### config.mk
export PLATFORM = sky130hd
export DESIGN_NAME = trap_ctrl
export DESIGN_NICKNAME = d
export VERILOG_FILES = /design/src/rtl/trap_ctrl_pkg.sv /design/src/rtl/trap_ctrl_stdreg.sv /design/src/rtl/trap_ctrl.sv
export SDC_FILE = /design/constraint.sdc
export NUM_CORES = 1
export LEC_CHECK = 0
export CAP_MARGIN = 15
export CORE_MARGIN = 2
export CORE_UTILIZATION = 38
export DETAILED_ROUTE_END_ITERATION = 16
export GPL_ROUTABILITY_DRIVEN = 1
export GPL_TIMING_DRIVEN = 1
export PLACE_DENSITY = 0.79
export SYNTH_ARGS = -nofsm -noshare
export SYNTH_HDL_FRONTEND = slang
export SYNTH_HIERARCHICAL = 1
export SYNTH_SLANG_ARGS = --single-unit
### constraint.sdc
create_clock -name i_clk -period 2.4 [get_ports i_clk]
set_input_delay 0.24 -clock i_clk [delete_from_list [all_inputs] [get_ports i_clk]]
set_output_delay 0.24 -clock i_clk [all_outputs]
set_load 0.02 [all_outputs]
### src/rtl/trap_ctrl_pkg.sv
// Shared constants for the trap controller: mstatus fields, causes,
// mtvec modes and FSM state encodings.
package trap_ctrl_pkg;

  localparam int CPU_WIDTH = 32;

  localparam logic [31:0] CAUSE_ECALL = 32'd11;
  localparam logic [31:0] CAUSE_MTI   = 32'h8000_0007;

  localparam int MSTATUS_MIE    = 3;
  localparam int MSTATUS_MPIE   = 7;
  localparam int MSTATUS_MPP_LO = 11;
  localparam int MSTATUS_MPP_HI = 12;

  localparam logic [1:0] MTVEC_DIRECT   = 2'b00;
  localparam logic [1:0] MTVEC_VECTORED = 2'b01;

  localparam logic [1:0] ST_IDLE  = 2'd0;
  localparam logic [1:0] ST_TRAP  = 2'd1;
  localparam logic [1:0] ST_RET   = 2'd2;
  localparam logic [1:0] ST_REDIR = 2'd3;

endpackage

### src/rtl/trap_ctrl_stdreg.sv
// Plain resettable register with a parameterised reset value.
module trap_ctrl_stdreg #(
  parameter int           W         = 1,
  parameter logic [W-1:0] RESET_VAL = '0
) (
  input  logic         i_clk,
  input  logic         i_rst_n,
  input  logic [W-1:0] i_d,
  output logic [W-1:0] o_q
);

  always_ff @(posedge i_clk or negedge i_rst_n) begin
    if (!i_rst_n) o_q <= RESET_VAL;
    else          o_q <= i_d;
  end

endmodule

### src/rtl/trap_ctrl.sv
// Trap entry/return sequencer: CSR side-writes, then IFU redirect.
module trap_ctrl
  import trap_ctrl_pkg::*;
#(
  parameter int          CPU_WIDTH_P = CPU_WIDTH,
  parameter logic [31:0] CAUSE_EC    = CAUSE_ECALL,
  parameter logic [31:0] CAUSE_TI    = CAUSE_MTI
) (
  input  logic                   i_clk,
  input  logic                   i_rst_n,
  input  logic                   i_commit_valid,
  input  logic [CPU_WIDTH_P-1:0] i_commit_pc,
  input  logic [CPU_WIDTH_P-1:0] i_commit_npc,
  input  logic                   i_commit_ecall,
  input  logic                   i_commit_mret,
  input  logic                   i_irq_mtip,
  input  logic                   i_irq_mtie,
  input  logic [CPU_WIDTH_P-1:0] i_mtvec,
  input  logic [CPU_WIDTH_P-1:0] i_mstatus,
  input  logic [CPU_WIDTH_P-1:0] i_mepc,
  output logic                   o_mepc_wen,
  output logic                   o_mcause_wen,
  output logic                   o_mstatus_wen,
  output logic [CPU_WIDTH_P-1:0] o_mepc_wdata,
  output logic [CPU_WIDTH_P-1:0] o_mcause_wdata,
  output logic [CPU_WIDTH_P-1:0] o_mstatus_wdata,
  output logic                   o_redirect_valid,
  output logic [CPU_WIDTH_P-1:0] o_redirect_pc,
  input  logic                   i_redirect_ready,
  output logic                   o_busy
);

  localparam int W = CPU_WIDTH_P;

  logic [1:0]   state_d, state_q;
  logic [W-1:0] epc_d, epc_q;
  logic [W-1:0] cause_d, cause_q;
  logic [W-1:0] tgt_d, tgt_q;
  logic [W-1:0] base;
  logic [W-1:0] ms;
  logic         irq_take;
  logic         unused_mepc_lsb;

  assign unused_mepc_lsb = ^i_mepc[1:0];
  assign base     = {i_mtvec[W-1:2], 2'b00};
  assign irq_take = i_irq_mtip & i_irq_mtie & i_mstatus[MSTATUS_MIE];

  trap_ctrl_stdreg #(
    .W         (2),
    .RESET_VAL (ST_IDLE)
  ) u_state (
    .i_clk   (i_clk),
    .i_rst_n (i_rst_n),
    .i_d     (state_d),
    .o_q     (state_q)
  );

  always_comb begin
    state_d          = state_q;
    epc_d            = epc_q;
    cause_d          = cause_q;
    tgt_d            = tgt_q;
    ms               = i_mstatus;
    o_mepc_wen       = 1'b0;
    o_mcause_wen     = 1'b0;
    o_mstatus_wen    = 1'b0;
    o_mepc_wdata     = '0;
    o_mcause_wdata   = '0;
    o_mstatus_wdata  = '0;
    o_redirect_valid = 1'b0;
    o_redirect_pc    = '0;
    case (state_q)
      ST_IDLE: begin
        if (i_commit_valid) begin
          if (i_commit_ecall) begin
            epc_d   = i_commit_pc;
            cause_d = CAUSE_EC;
            state_d = ST_TRAP;
          end else if (i_commit_mret) begin
            state_d = ST_RET;
          end else if (irq_take) begin
            epc_d   = i_commit_npc;
            cause_d = CAUSE_TI;
            state_d = ST_TRAP;
          end
        end
      end
      ST_TRAP: begin
        ms[MSTATUS_MPIE] = i_mstatus[MSTATUS_MIE];
        ms[MSTATUS_MIE]  = 1'b0;
        ms[MSTATUS_MPP_HI:MSTATUS_MPP_LO] = 2'b11;
        o_mepc_wen      = 1'b1;
        o_mcause_wen    = 1'b1;
        o_mstatus_wen   = 1'b1;
        o_mepc_wdata    = epc_q;
        o_mcause_wdata  = cause_q;
        o_mstatus_wdata = ms;
        // Vectored mode offsets interrupts only; shifted-out bits wrap away
        if (i_mtvec[1:0] == MTVEC_VECTORED && cause_q[W-1])
          tgt_d = base + (cause_q << 2);
        else
          tgt_d = base;
        state_d = ST_REDIR;
      end
      ST_RET: begin
        ms[MSTATUS_MIE]  = i_mstatus[MSTATUS_MPIE];
        ms[MSTATUS_MPIE] = 1'b1;
        ms[MSTATUS_MPP_HI:MSTATUS_MPP_LO] = 2'b11;
        o_mstatus_wen   = 1'b1;
        o_mstatus_wdata = ms;
        tgt_d   = {i_mepc[W-1:2], 2'b00};
        state_d = ST_REDIR;
      end
      default: begin
        o_redirect_valid = 1'b1;
        o_redirect_pc    = tgt_q;
        if (i_redirect_ready) state_d = ST_IDLE;
      end
    endcase
  end

  assign o_busy = (state_q != ST_IDLE);

  always_ff @(posedge i_clk or negedge i_rst_n) begin
    if (!i_rst_n) begin
      epc_q   <= '0;
      cause_q <= '0;
      tgt_q   <= '0;
    end else begin
      epc_q   <= epc_d;
      cause_q <= cause_d;
      tgt_q   <= tgt_d;
    end
  end

endmodule
-- After elaboration in Yosys (flattened, before gate mapping)
Cells that the tools add are included.
- input port bits: 168
- bits in registers: 98
- output and inout port bits: 133
- eq/ne operators: 6
- mux-type cells: 21
- bitwise gates (word level): 2
- reductions and logical operators: 10
- $add $sub $neg: 1
- operator list (cell ; number):
    2-to-1 mux 32 bit ; 10
    one-hot mux 32 bit (2 select lines) ; 2
    adder 32 bit ; 1
    2-to-1 mux 2 bit ; 5
    nonzero test 2 bit ; 3
    equality test 2 x 1 -> 1 bit (second input constant) ; 2
    != test 2 bit (second input constant) ; 2
    != test 4 bit (second input constant) ; 1
    one-hot mux 2 bit (2 select lines) ; 1
    AND reduction 4 bit ; 1
    2-to-1 mux 1 bit ; 3
    AND reduction 3 bit ; 1
    nonzero test 3 bit ; 1
    OR reduction 3 bit ; 1
    bitwise AND 1 bit ; 2
    equality test 2 bit (second input constant) ; 1
    zero test 2 bit ; 1
    OR reduction 2 bit ; 1
    logical AND 1 bit ; 1

-- Depth between registers and ports, before layout
- depth in word-level cells: 7
- gate-level depth with buffers: 8
- gate-level depth less buffers: 7

-- By module
Netlist, hierarchy kept.
- by module, submodules not included (module ; cells each ; seq. area each (um^2) ; area each (um^2) ; times used):
    trap_ctrl ; 541 ; 1626.6 ; 4699.5 ; 1
    trap_ctrl_stdreg ; 2 ; 50.0 ; 50.0 ; 1

-- Worst setup path after synthesis
Ideal clock, no wire load.
- kind: register to output
- from: reg u_state.o_q[0]
- to: out o_mstatus_wdata[0]
- slack: 0.265 ns
- arrival: 1.895 ns
- buffers on the path: 2
- stages on the path, launching flop included: 7
- cells stage by stage: dfrtp_1 -> inv_1 -> ha_1 -> clkbuf_1 -> o21a_1 -> clkbuf_1 -> and2_1
- longest elaborated chain between the ends: 2
- RTL lines (item ; line ; text):
    from (decl) ; trap_ctrl_stdreg.sv:9 ; output logic [W-1:0] o_q
    from (signal assigned) ; trap_ctrl_stdreg.sv:14 ; else o_q <= i_d;
    equality test 2 bit / equality test 2 x 1 -> 1 bit (equally long branches) ; trap_ctrl.sv:72 ; case (state_q)
    one-hot mux 32 bit (2 select lines) (*) ; trap_ctrl.sv:72 ;
    to (decl) ; trap_ctrl.sv:26 ; output logic [CPU_WIDTH_P-1:0] o_mstatus_wdata,
Every way passes the cells marked *; elsewhere a longest branch is shown, timed or not.

-- Final worst setup path
- from: reg u_state.o_q[0]
- to: out o_mstatus_wdata[29]
The elaborated chain is that of the path after synthesis.

==> metrics <==
largest net degree at the start of global routing a little under 70; worst-path cell chain inv_1 -> ha_2 -> o21a_1 -> buf_6 -> and2_1 -> dlygate4sd2_1; most common flop cell mapped by yosys dfrtp_1; DRC violations left 0; CTS Buf Count 9; Port Buf Inserts 267; clock tree buffer depth 2; Buf/Inv on CP 3; WS Path Type reg2out; Pre-antenna DRT Iters 4; part of the power in registers 0.220; CTS Sinks 67; leakage power 0.00353 uW; sw frac 0.420; Worst R2R Path Depth 6; r2r startpoint cause_q[2]; post-route cell area between 7000 and 8000 um^2; Cell Int Power 5210 uW; worst slew pin tran 870 ps; CP Capture Type primary output; distinct cell type count after synthesis 49; pre-CTS WS -57.0 ps; Fin Hold WS ~24 ps; ys async rst share 1.00; crit path DAT 2090 ps; Comb power frac 0.617; Initial Util 0.392; CP delay by family, top buffers and inverters; Seq/Total Area, Yosys 0.353; Via-to-Cell Ratio 4.84; Critical Path Max Stage Delay approximately 400 ps; Max Slew Vio Count 0; Final HPWL DP roughly 12000 um; overall routed net length 15900 um; row count 40; clock power share 0.163; Tot GR Track Use 0.234; Hold Buf Count CTS 0; Multi-input gate area 2790 um^2; clk root buf clkbuf_16; Post-CTS Setup Bufs 0; ant diodes 0; Startpoint Class flip-flop; Synth Warn # 6; proportion of layout cells with a drive suffix above 1 0.0656; GPL Wtd Cong 0.777; fmax 430 MHz; Worst-path clk slew 60 ps; Slew headroom 0.420; Ports 301; final setup fails 0; Post-Synthesis Cells 543; final hold violation count 0; first-pass GRT wire length 24200 um; Post-synth EDFFs 0; slowest CP cell dfrtp_1; Final WS setup ~73 ps; Seq cells post-synth 67; DIE AREA 13400 um^2; FF-to-FF setup slack around 220 ps; placed inst area roughly 7500 um^2; Iter 0 DRT Violations 188; syn avg cell area around 8.7 um^2; GR Overflow Total 0; detailed-route via count 4726; CTS tree yes; Worst EP required 2160 ps; maximum vdd drop 0.000681 V; Switch Pwr 3770 uW; worst skew pair latency about 330 ps; Final Cycle Share 0.970; reg2reg end tgt_q[23]; post-synthesis cell area about 4700 um^2; core box area 12100 um^2; Fin Clk Skew 9.90 ps; total of max-cap violations 0; status finished clean; Die Ht 116 um; crit path max fanout 28; Area growth syn-to-layout 66.0%; Pwr per Cell Area 1140 nW/um^2; post-route ant nets 0; vias in the first global route 4805; fin crit period around 2300 ps; worst min-delay path class in2async; die width around 120 um; DR WL/cell 16.2 um; RSZ-0062 raised after global routing false; H-tree depth 3; Final nets 980; FF+latch area 1680 um^2; FILL cells 1035; antenna violations before repair 0
[worst max-delay path by stage]
stage	startpoint	to	slack (ps)	cells after the start
2_1_floorplan	u_state/o_q[0]	o_mstatus_wdata[0]	270	6
3_3_place_gp	i_mtvec[4]	tgt_q[23]	-20	7
3_5_place_dp	i_mtvec[4]	tgt_q[23]	-60	7
4_1_cts	u_state/o_q[0]	o_mstatus_wdata[18]	30	6
5_1_grt	u_state/o_q[0]	o_mstatus_wdata[22]	0.3	6
6_report	u_state/o_q[0]	o_mstatus_wdata[29]	70	6
[cell families (layout without fill, tap and decap cells)]
kind of cell,count (synthesis),count (layout),synth area share
and+or+nand+nor,213,213,0.257
AOI/OAI and AO/OA,116,116,0.148
DFF,67,67,0.353
other,1,29,0.000790
muxes,39,39,0.0832
adders and majority gates,9,9,0.0253
buffers and inverters,72,309,0.0843
xor gates and xnor gates,26,26,0.0479
[sequential cells by signal, indices dropped and copies added, names as in the netlist]
name,flops
epc_q,32
tgt_q,30
cause_q,3
u_state/o_q,2
[timing repair]
| item | 4_1_cts | 5_1_grt |
|---|---|---|
| setup endpoints to repair | 30 | 27 |
| gates cloned | 1 | 0 |
| resized for setup | 32 | 15 |
[power groups by stage]
stage | clock, uW | sequential (uW) | combinational (uW)
after floorplan | 0 | 1890 | 3240
after global placement | 0 | 1950 | 5420
after detailed placement | 0 | 1990 | 5540
after CTS | 1490 | 1970 | 5590
after global routing | 1550 | 2040 | 6000
final | 1470 | 1970 | 5540
[worst register-to-register path, delay by kind of cell (launching register included)]
| kind | cells | cell delay (ps) |
|---|---|---|
| xor gates and xnor gates | 1 | 180 |
| AOI/OAI and AO/OA | 3 | 900 |
| DFF | 1 | 380 |
| adders and majority gates | 1 | 350 |
| and+or+nand+nor | 1 | 240 |
[synthesized netlist by cell type, drive strengths merged, types with 8 or more instances]
cell type  number  share of area
dfrtp          67           0.35
o21ai          64          0.067
buf            39          0.058
nand2          45          0.036
a21oi          29          0.031
xnor2           9          0.017
and2           95           0.13
mux2i          35          0.074
nor2b          28          0.037
xor2           17          0.031
ha              8          0.021
clkbuf         26          0.021
[metal layers]
| metal | track usage | vias to the layer above | wire (um) |
|---|---|---|---|
| li1 | - | 2307 | - |
| met1 | 0.274 | 2207 | 6340 |
| met5 | 0 | - | 0 |
| met2 | 0.415 | 189 | 8060 |
| met3 | 0.0570 | 23 | 1140 |
| met4 | 0.0841 | 0 | 306 |
[area by class of cell]
type | instances | area share
Sequential cell | 67 | 0.213
Clock inverter | 6 | 0.0121
Inverter | 7 | 0.00333
Tap cell | 168 | 0.0267
Timing Repair Buffer | 286 | 0.362
Clock buffer | 10 | 0.0303
Multi-Input combinational cell | 432 | 0.353
[placed cells by master, fill, tap and decap left out, drive strengths merged, types with 2 or more instances in the layout]
master           n
a2111oi          4
clkinv           2
and4             3
dlygate4sd2     25
nor3             5
ha               8
mux2             4
clkbuf          10
buf             21
nor2             7
mux2i           35
nand2b           4
nor2b           28
and2            95
clkdlybuf4s15    5
and3             6
inv              9
a21oi           29
o2111ai          4
xor2            17
nand2           45
clkdlybuf4s50  225
dlymetal6s2s     9
nand3            7
nand3b           2
xnor2            9
or3              2
nand4            7
o21ai           64
o21a             3
bufinv           2
conb            29
dfrtp           67
[through the flow]
stage               std cells   util  TNS [ps]  total power [uW]
floorplan                 571      -         0              5140
global placement          959  0.621     -18.5              7370
CTS                       976  0.648         0              9060
global route              976  0.651         0              9580
detailed placement        959  0.621      -101              7530
finish                    976  0.651         0              8980
(Power assumes the default switching activity.)
